<file path="src/rtl/symbol_draw_scheduler_if.sv">
// Requester and drawing-engine signal bundle for symbol_draw_scheduler.
// slave = scheduler side, master = requesters plus engine side.
interface symbol_draw_scheduler_if #(
    parameter int N  = 4,
    parameter int XW = 8,
    parameter int YW = 7
);
    logic [N-1:0]    req;
    logic [N*XW-1:0] req_x;
    logic [N*YW-1:0] req_y;
    logic [N-1:0]    req_erase;
    logic            draw_done;
    logic [N-1:0]    grant;
    logic [N-1:0]    done;
    logic            err;
    logic [XW-1:0]   sym_x;
    logic [YW-1:0]   sym_y;
    logic            sym_en;
    logic            sym_clear_n;
    logic            erase;
    logic            plot;
    logic            busy;

    modport master (
        output req, req_x, req_y, req_erase, draw_done,
        input  grant, done, err, sym_x, sym_y,
        input  sym_en, sym_clear_n, erase, plot, busy
    );

    modport slave (
        input  req, req_x, req_y, req_erase, draw_done,
        output grant, done, err, sym_x, sym_y,
        output sym_en, sym_clear_n, erase, plot, busy
    );
endinterface

</file>
<file path="src/rtl/symbol_draw_scheduler.sv">
// Round-robin owner of the shared symbol engine and VGA plot strobe,
// with a per-job watchdog that forces completion on a stuck engine.
module symbol_draw_scheduler #(
    parameter int N       = 4,
    parameter int XW      = 8,
    parameter int YW      = 7,
    parameter int TIMEOUT = 64
) (
    input logic clk,
    input logic reset,
    symbol_draw_scheduler_if.slave bus
);
    localparam int IW = (N > 1) ? $clog2(N) : 1;
    localparam logic [N-1:0] ONE = {{(N-1){1'b0}}, 1'b1};

    typedef enum logic [1:0] {
        IDLE,
        LOAD,
        DRAW,
        ACK
    } state_t;

    state_t        state_q, state_d;
    logic [IW-1:0] ptr_q, ptr_d;
    logic [IW-1:0] g_q, g_d;
    logic [7:0]    wd_q, wd_d;
    logic [N-1:0]  grant_q, grant_d;
    logic [N-1:0]  done_q, done_d;
    logic          err_q, err_d;
    logic [XW-1:0] sym_x_q, sym_x_d;
    logic [YW-1:0] sym_y_q, sym_y_d;
    logic          sym_en_q, sym_en_d;
    logic          sym_clear_n_q, sym_clear_n_d;
    logic          erase_q, erase_d;
    logic          plot_q, plot_d;
    logic          busy_q, busy_d;

    logic          pick_vld;
    logic [IW-1:0] pick;
    logic [IW:0]   idx;

    // First set request at or after ptr, wrapping modulo N.
    always_comb begin
        pick_vld = 1'b0;
        pick     = '0;
        idx      = '0;
        for (int k = 0; k < N; k++) begin
            idx = {1'b0, ptr_q} + (IW+1)'(k);
            if (idx >= (IW+1)'(N)) begin
                idx = idx - (IW+1)'(N);
            end
            if (!pick_vld && bus.req[idx[IW-1:0]]) begin
                pick_vld = 1'b1;
                pick     = idx[IW-1:0];
            end
        end
    end

    always_comb begin
        state_d       = state_q;
        ptr_d         = ptr_q;
        g_d           = g_q;
        wd_d          = wd_q;
        grant_d       = grant_q;
        done_d        = '0;
        err_d         = 1'b0;
        sym_x_d       = sym_x_q;
        sym_y_d       = sym_y_q;
        sym_en_d      = sym_en_q;
        sym_clear_n_d = sym_clear_n_q;
        erase_d       = erase_q;
        plot_d        = plot_q;
        busy_d        = busy_q;
        unique case (state_q)
            IDLE: begin
                if (pick_vld) begin
                    state_d       = LOAD;
                    g_d           = pick;
                    sym_x_d       = bus.req_x[pick*XW +: XW];
                    sym_y_d       = bus.req_y[pick*YW +: YW];
                    erase_d       = bus.req_erase[pick];
                    grant_d       = ONE << pick;
                    busy_d        = 1'b1;
                    wd_d          = '0;
                    sym_en_d      = 1'b0;
                    sym_clear_n_d = 1'b0;
                    plot_d        = 1'b0;
                end
            end
            LOAD: begin
                state_d       = DRAW;
                sym_en_d      = 1'b1;
                sym_clear_n_d = 1'b1;
                plot_d        = 1'b0;
            end
            DRAW: begin
                wd_d = wd_q + 8'd1;
                if (bus.draw_done || wd_q == 8'(TIMEOUT - 1)) begin
                    state_d       = ACK;
                    sym_en_d      = 1'b0;
                    sym_clear_n_d = 1'b0;
                    plot_d        = 1'b0;
                    done_d        = grant_q;
                    err_d         = !bus.draw_done;
                end else begin
                    // engine output register lags one cycle behind enable
                    plot_d = 1'b1;
                end
            end
            ACK: begin
                state_d = IDLE;
                grant_d = '0;
                busy_d  = 1'b0;
                if (g_q == IW'(N - 1)) begin
                    ptr_d = '0;
                end else begin
                    ptr_d = g_q + IW'(1);
                end
            end
        endcase
    end

    always_ff @(posedge clk) begin
        if (reset) begin
            state_q       <= IDLE;
            ptr_q         <= '0;
            g_q           <= '0;
            wd_q          <= '0;
            grant_q       <= '0;
            done_q        <= '0;
            err_q         <= 1'b0;
            sym_x_q       <= '0;
            sym_y_q       <= '0;
            sym_en_q      <= 1'b0;
            sym_clear_n_q <= 1'b0;
            erase_q       <= 1'b0;
            plot_q        <= 1'b0;
            busy_q        <= 1'b0;
        end else begin
            state_q       <= state_d;
            ptr_q         <= ptr_d;
            g_q           <= g_d;
            wd_q          <= wd_d;
            grant_q       <= grant_d;
            done_q        <= done_d;
            err_q         <= err_d;
            sym_x_q       <= sym_x_d;
            sym_y_q       <= sym_y_d;
            sym_en_q      <= sym_en_d;
            sym_clear_n_q <= sym_clear_n_d;
            erase_q       <= erase_d;
            plot_q        <= plot_d;
            busy_q        <= busy_d;
        end
    end

    assign bus.grant       = grant_q;
    assign bus.done        = done_q;
    assign bus.err         = err_q;
    assign bus.sym_x       = sym_x_q;
    assign bus.sym_y       = sym_y_q;
    assign bus.sym_en      = sym_en_q;
    assign bus.sym_clear_n = sym_clear_n_q;
    assign bus.erase       = erase_q;
    assign bus.plot        = plot_q;
    assign bus.busy        = busy_q;
endmodule
</file>
<file path="src/flat_wrapper.sv">
// flat-port wrapper written by rule: the top's interface ports become plain ports
module symbol_draw_scheduler_flat 
#(
    parameter int N       = 4,
    parameter int XW      = 8,
    parameter int YW      = 7,
    parameter int TIMEOUT = 64
)
  (clk, reset, bus_req, bus_req_x, bus_req_y, bus_req_erase, bus_draw_done, bus_grant, bus_done, bus_err, bus_sym_x, bus_sym_y, bus_sym_en, bus_sym_clear_n, bus_erase, bus_plot, bus_busy);
  symbol_draw_scheduler_if #(.N(N), .XW(XW), .YW(YW)) bus_i ();
  input logic clk;
  input logic reset;
  input wire logic [$bits(bus_i.req)-1:0] bus_req;
  input wire logic [$bits(bus_i.req_x)-1:0] bus_req_x;
  input wire logic [$bits(bus_i.req_y)-1:0] bus_req_y;
  input wire logic [$bits(bus_i.req_erase)-1:0] bus_req_erase;
  input wire logic [$bits(bus_i.draw_done)-1:0] bus_draw_done;
  output wire logic [$bits(bus_i.grant)-1:0] bus_grant;
  output wire logic [$bits(bus_i.done)-1:0] bus_done;
  output wire logic [$bits(bus_i.err)-1:0] bus_err;
  output wire logic [$bits(bus_i.sym_x)-1:0] bus_sym_x;
  output wire logic [$bits(bus_i.sym_y)-1:0] bus_sym_y;
  output wire logic [$bits(bus_i.sym_en)-1:0] bus_sym_en;
  output wire logic [$bits(bus_i.sym_clear_n)-1:0] bus_sym_clear_n;
  output wire logic [$bits(bus_i.erase)-1:0] bus_erase;
  output wire logic [$bits(bus_i.plot)-1:0] bus_plot;
  output wire logic [$bits(bus_i.busy)-1:0] bus_busy;
  assign bus_i.req = bus_req;
  assign bus_i.req_x = bus_req_x;
  assign bus_i.req_y = bus_req_y;
  assign bus_i.req_erase = bus_req_erase;
  assign bus_i.draw_done = bus_draw_done;
  assign bus_grant = bus_i.grant;
  assign bus_done = bus_i.done;
  assign bus_err = bus_i.err;
  assign bus_sym_x = bus_i.sym_x;
  assign bus_sym_y = bus_i.sym_y;
  assign bus_sym_en = bus_i.sym_en;
  assign bus_sym_clear_n = bus_i.sym_clear_n;
  assign bus_erase = bus_i.erase;
  assign bus_plot = bus_i.plot;
  assign bus_busy = bus_i.busy;
  symbol_draw_scheduler #(.N(N), .XW(XW), .YW(YW), .TIMEOUT(TIMEOUT)) u_core (.clk(clk), .reset(reset), .bus(bus_i));
endmodule
</file>
<file path="config.mk">
export PLATFORM = sky130hd
export DESIGN_NAME = symbol_draw_scheduler_flat
export DESIGN_NICKNAME = d
export VERILOG_FILES = /design/src/rtl/symbol_draw_scheduler_if.sv /design/src/rtl/symbol_draw_scheduler.sv /design/src/flat_wrapper.sv
export SDC_FILE = /design/constraint.sdc
export NUM_CORES = 1
export LEC_CHECK = 0
export CAP_MARGIN = 30
export CORE_MARGIN = 2
export CORE_UTILIZATION = 48
export DETAILED_ROUTE_END_ITERATION = 6
export MAX_ROUTING_LAYER = met4
export PLACE_DENSITY = 0.94
export SKIP_LAST_GASP = 1
export SYNTH_ARGS = -nofsm -noshare
export SYNTH_HDL_FRONTEND = slang
export SYNTH_SLANG_ARGS = --single-unit
</file>
<file path="constraint.sdc">
create_clock -name clk -period 3.6 [get_ports clk]
set_input_delay 0.72 -clock clk [delete_from_list [all_inputs] [get_ports clk]]
set_output_delay 0.72 -clock clk [all_outputs]
set_load 0.02 [all_outputs]
</file>
==> metrics.csv, run 1 <==
stage,metric,value,unit
worst_hold_path,hold_path.class,flip-flop to flip-flop,
synthesis,syn_area,2580,sq um
routing,first_pass_iters,5,
routing,ant_nets,0,
synthesis,yosys.area.top_type,dfxtp_1,
sta,tns,0,ps
sta,slew_headroom,28.0,%
synthesis,synth-edff-count,0,
routing,viasPerCell,6.03,
placement,port_buffers,99,
synthesis,ys_ff_latch,42,
power,p_leak,1.36,nW
placement,hpwl,5.59,mm
run_status,status,"complete, no violations",
finish,stdcell_area,3670,sq um
finish,multi_input_area,1570,sq um
routing,drtIter0Drc,267,
placement,gp_congestion,0.865,
placement,place_area,3580,sq um
finish,area_growth,42.4,%
clock_tree,clockBufferDepth,2,
power,ir_drop,0.280,mV
synthesis,ys_top_cells_by_count,"dfxtp_1 (42), a211oi_1 (37), nand2_1 (24), nand3_1 (19), o21ai_0 (19)",
global_route,grt_max_degree,21,
run,drv_cap,0,
sta,worst_slew_pin_slew,1080,ps
critical_path,cp-end-kind,flip-flop,
synthesis,synth_flop_cell,dfxtp_1,
sta,max_freq,349,MHz
synthesis,avgSynthCellArea,7.96,sq um
global_route,gr-usage-all-layers,27.6,%
synthesis,synth.most_common_cell,dfxtp_1,
clock_tree,clkTransAtPathRegs,80,ps
floorplan,die_area,5980,sq um
sta,period_minus_slack,2860,ps
critical_path,critPathLaunch,bus_req[2],
routing,vias,2872,
sta,hold_viol,0,
finish,fin_util,71.5,%
floorplan,core,5140,sq um
worst_hold_path,min_from,u_core.g_q[0],
clock_tree,post_cts_buffers,0,
critical_path,crit_path_max_fanout,17,
global_route,grt_pass1_wl,12.9,mm
finish,antennaDiodeCount,0,
synthesis,async_flop_share,0,%
critical_path,start_kind,input port,
clock_tree,cts_hold_buffers,0,
critical_path,reg2reg_from,u_core.state_q[1],
critical_path,cp.arrival,3090,ps
finish,nFillCells,418,
critical_path,critPathKind,input port to flip-flop,
global_route,antenna_found_initial,0,
clock_tree,cts_resized,0,
clock_tree,cts_tree,done,
synthesis,ys_warn_count,0,
finish,seqCellArea,841,sq um
sta,finClkSkew,12.8,ps
power,power_density,548,nW/um^2
sta,final_max_slew_viol_count,0,
synthesis,yosysTopAreaCellShare,32.6,%
synthesis,yosysSeqAreaShare,32.6,%
critical_path,crit_required,3830,ps
floorplan,die_w,77.3,microns
floorplan,ios,100,
floorplan,rows,26,
clock_tree,cts_sinks,42,
floorplan,die_y,77.3,microns
routing,drc,0,
global_route,grt_pass1_vias,2747,
finish,drive_above_1_share,5.42,%
clock_tree,clk_latency,310,ps
synthesis,syn_nets,402,
finish,final_nets,483,
global_route,grt_overflow,0,
clock_tree,numCtsBuffers,5,
synthesis,synth.distinct_cells,43,
sta,fin_crit_sh,79.6,%
routing,routedWlPerCell,16.4,microns
synthesis,syn_inst,324,
routing,totalWireLength,7.81,mm
clock_tree,cts_max_level,2,
sta,rsz0062_at_grt,false,
floorplan,start_util,50.2,%
sta,setup_violations,0,
synthesis,synth.area.top_cells,"dfxtp_1 (33%), a211oi_1 (11%), o21bai_1 (5.2%), and3_1 (4.1%), a31oi_1 (3.9%)",
clock_tree,root_buffer,clkbuf_8,
flip-flops by register name, indices dropped and copies added (netlist names):
signal,count
u_core.bus.erase,1
u_core.bus.plot,1
u_core.ptr_q,2
u_core.bus.sym_en,1
u_core.bus.sym_y,7
u_core.bus.sym_x,8
u_core.bus.done,4
u_core.bus.grant,4
u_core.bus.err,1
u_core.state_q,2
u_core.g_q,2
u_core.wd_q,8
u_core.bus.busy,1
final timing paths:
kind | end | slack [ps] | depth (start not counted)
setup / recovery | u_core.bus.sym_x[1] | 740 | 5
hold / removal | u_core.g_q[0] | 490 | 2
setup reg to reg | u_core.wd_q[7] | 1410 | 6
hold reg to reg | u_core.g_q[0] | 490 | 2
critical path, cell delays in order:
cell	delay (ps)
clkdlybuf4s50_1	780
o21bai_1	1020
and3_1	290
a211oi_1	80
a31oi_1	200
where the power goes:
group,switching (W),leakage (nW),internal [W],total (W)
Clock,0.000181,0.0408,0.000139,0.000320
Combinational,0.000584,0.975,0.000460,0.00104
Sequential,0.0000728,0.344,0.000578,0.000650
Total,0.000838,1.36,0.00118,0.00201
cell families after synthesis:
kind of cell	synth area share (%)
compound gates	34.2
flops	32.6
fa+ha+maj	3.39
simple gates	20.6
mux	1.16
buf+inv	7.08
xor+xnor	1.02
per-stage QoR:
step | power (W) | std cells | hold slack, ps | setup slack, ps
2_1_floorplan | 0.00128 | 324 | 440 | 1610
3_3_place_gp | 0.00166 | 467 | 454 | 530
3_5_place_dp | 0.00170 | 468 | 472 | 500
4_1_cts | 0.00201 | 476 | 484 | 797
5_1_grt | 0.00215 | 476 | 509 | 604
6_report | 0.00201 | 476 | 485 | 736
per-layer routing:
| metal | GRT usage [%] | routed length, microns | vias up |
|---|---|---|---|
| met5 | - | 0 | - |
| met4 | 12.1 | 197 | 0 |
| met3 | 5.53 | 608 | 19 |
| met2 | 44.7 | 3810 | 151 |
| met1 | 33.2 | 3200 | 1331 |
| li1 | - | - | 1371 |
cell type report:
| class | count | share of cell area [%] |
|---|---|---|
| clock buffer | 5 | 1.87 |
| clock inverter | 3 | 0.647 |
| timing repair buffer | 107 | 28.7 |
| sequential | 42 | 22.9 |
| multi-input combinational | 241 | 42.7 |
| inverter | 8 | 0.817 |
| tap | 70 | 2.38 |
placed cells by master, fill, tap and decap left out, drive strengths merged, types with 2 or more instances in the layout:
cell            n
clkdlybuf4s50  99
dfxtp          42
a211oi         37
nand2          24
o21ai          21
nand3          19
o21bai         18
nor2           17
and3           17
a31oi          16
a21oi          14
inv             9
buf             8
ha              7
nor2b           5
and2            5
o31ai           5
clkbuf          5
xnor2           3
a21o            3
mux2i           3
or4             3
nor3            3
o21a            2
a32oi           2
a21boi          2
clkinvlp        2
nor4            2
Note: power is estimated with default switching activity, not from simulation.
==> inputs of run 2 (changes only) <==
CORE_UTILIZATION = 44   (was 48)
PLACE_DENSITY = 0.87   (was 0.94)
clock period = 3 ns   (was 3.6 ns; I/O delays follow)
==> run 2 against run 1 <==
Final area is 1.3% higher; non-clock buffer count is 7 higher; combinational power is 22% higher; sequential power is 20% higher; total power is 20% higher; first-iteration DRC count is 1.5% higher; wire length is 3.3% higher; final cell count is 1.9% higher; count of clock-buffer cells in the layout stayed put; critical path depth stayed put; flip-flop and latch count stayed put; sequential share of layout area is 0.30 points lower.
==> metrics.csv, run 2 (synthesis gave the netlist of run 1 again) <==
stage,metric,value,unit,change
finish,final_nets,490,,was 483
floorplan,die_area,6490,sq um,was 5980 sq um
critical_path,critPathBufInv,1,,unchanged
power,power.total,0.00242,W,was 0.00201 W
routing,first_pass_iters,5,,unchanged
global_route,grt_pass1_wl,12.7,mm,was 12.9 mm
sta,fin_crit_sh,82.3,%,
clock_tree,clkTransAtPathRegs,80,ps,about the same
critical_path,cp-end-kind,flip-flop,,unchanged
critical_path,slowest_stage,clkdlybuf4s50_1,,was o21bai_1
routing,drc,0,,unchanged
sta,final_max_slew_viol_count,0,,unchanged
placement,gp_congestion,0.846,,was 0.865
finish,final_common_cell,clkdlybuf4s50_1,,unchanged
critical_path,crit_top_cell,a211oi_1,,
global_route,grt_overflow,0,,unchanged
routing,drtIter0Drc,271,,was 267
clock_tree,post_cts_buffers,0,,unchanged
finish,drive_above_1_share,7.02,%,was 5.42%
floorplan,core,5570,sq um,was 5140 sq um
critical_path,path_delay_family,compound AO/OA/AOI/OAI gates,,unchanged
clock_tree,clockBufferDepth,2,,unchanged
placement,hpwl,5.94,mm,was 5.59 mm
clock_tree,cts_resized,0,,unchanged
global_route,grt_pass1_vias,2773,,was 2747
sta,tns,0,ps,unchanged
sta,max_freq,405,MHz,
floorplan,die_w,80.6,microns,was 77.3 microns
sta,worst_slew_pin_slew,702,ps,was 1080 ps
clock_tree,numCtsBuffers,5,,unchanged
critical_path,crit_path_max_fanout,17,,unchanged
sta,finClkSkew,5.87,ps,was 12.8 ps
critical_path,crit_chain,"clkdlybuf4s50_1, o21a_1, a211oi_1, a211oi_1, a31oi_1",,"was clkdlybuf4s50_1, o21bai_1, and3_1, a211oi_1, a31oi_1"
clock_tree,cts_hold_buffers,0,,unchanged
global_route,antenna_found_initial,0,,unchanged
run,drv_cap,0,,unchanged
global_route,grt_max_degree,21,,unchanged
clock_tree,cts_max_level,2,,unchanged
floorplan,rows,27,,was 26
finish,layout_common_cells,"clkdlybuf4s50_1 (99), dfxtp_1 (42), a211oi_1 (37), nand2_1 (24)",,unchanged
finish,antennaDiodeCount,0,,unchanged
critical_path,crit_required,3180,ps,was 3830 ps
placement,port_buffers,99,,unchanged
sta,setup_violations,0,,unchanged
run_status,status,"complete, no violations",,unchanged
clock_tree,clk_latency,290,ps,was 310 ps
routing,totalWireLength,8.07,mm,was 7.81 mm
sta,period_minus_slack,2470,ps,
critical_path,start_kind,input port,,unchanged
clock_tree,cts_sinks,42,,unchanged
critical_path,critPathKind,input port to flip-flop,,unchanged
clock_tree,root_buffer,clkbuf_8,,unchanged
critical_path,crit_path_max_incr_delay,820,ps,was 1020 ps
floorplan,start_util,46.3,%,was 50.2%
placement,place_area,3630,sq um,was 3580 sq um
finish,fin_util,66.8,%,was 71.5%
power,power_density,649,nW/um^2,was 548 nW/um^2
worst_hold_path,hold_path.class,flip-flop to flip-flop,,unchanged
placement,place_ws,357,ps,was 500 ps
floorplan,die_y,80.6,microns,was 77.3 microns
power,ir_drop,0.288,mV,was 0.280 mV
power,p_leak,1.40,nW,was 1.36 nW
critical_path,cp.arrival,2650,ps,was 3090 ps
routing,vias,2914,,was 2872
finish,stdcell_area,3720,sq um,was 3670 sq um
sta,rsz0062_at_grt,false,,unchanged
global_route,gr-usage-all-layers,25.6,%,was 27.6%
sta,hold_viol,0,,unchanged
floorplan,ios,100,,unchanged
sta,worst_slack,530,ps,was 736 ps
routing,ant_nets,0,,unchanged
routing,viasPerCell,6.01,,was 6.03
finish,area_growth,44.3,%,was 42.4%
clock_tree,cts_tree,done,,unchanged
routing,routedWlPerCell,16.6,microns,was 16.4 microns
sta,slew_headroom,53.2,%,was 28.0%
## run 2: cell types whose count changed in the layout (fill, tap and decap cells not counted)
cell        delta
clkinv_4       +1
inv_6          -1
clkinv_2       +1
clkinvlp_4     -1
buf_6          -1
buf_4          +8
## run 2: layout make-up
type / instances / area (sq um)
fillers: 457 / 1850
multi-input cells: 241 / 1570
repair buffers: 114 / 1100
flip-flops and latches: 42 / 841
well taps: 72 / 90.1
clock buffers: 5 / 68.8
inverters: 8 / 30.0
clock inverters: 3 / 21.3
## run 2: worst paths after layout
kind                       startpoint                   to  slack [ps]  cells past startpoint
setup / recovery           bus_req[3]  u_core.bus.sym_y[6]         530                      5
hold / removal    u_core.bus.grant[0]  u_core.bus.grant[0]         480                      2
setup reg to reg    u_core.state_q[1]       u_core.wd_q[6]         800                      6
hold reg to reg   u_core.bus.grant[0]  u_core.bus.grant[0]         480                      2
## run 2: worst min-delay path: stages (launching register included)
cell     delay [ps]
dfxtp_1         320
nand2_1          60
a21oi_1          50
## run 2: power breakdown
group / internal, W / switching, W
clock network: 0.000164 / 0.000204
registers: 0.000693 / 0.0000867
logic: 0.000565 / 0.000705
total: 0.00142 / 0.000995
## run 2: per-stage QoR
| stage | cells | hold WS [ps] |
|---|---|---|
| finish | 485 | 476 |
| global route | 485 | 489 |
| CTS | 485 | 477 |
| detailed placement | 477 | 467 |
| global placement | 477 | 452 |
| floorplan | 324 | 440 |
## run 2: layer usage
layer | routed length (microns) | global-route usage, % | part of all wire (%) | vias to the layer above
li1 | - | - | - | 1380
met3 | 593 | 3.26 | 7.3 | 13
met1 | 3330 | 30.4 | 41 | 1373
met5 | 0 | - | 0 | -
met4 | 123 | 10.2 | 1.5 | 0
met2 | 4020 | 43.8 | 50 | 148
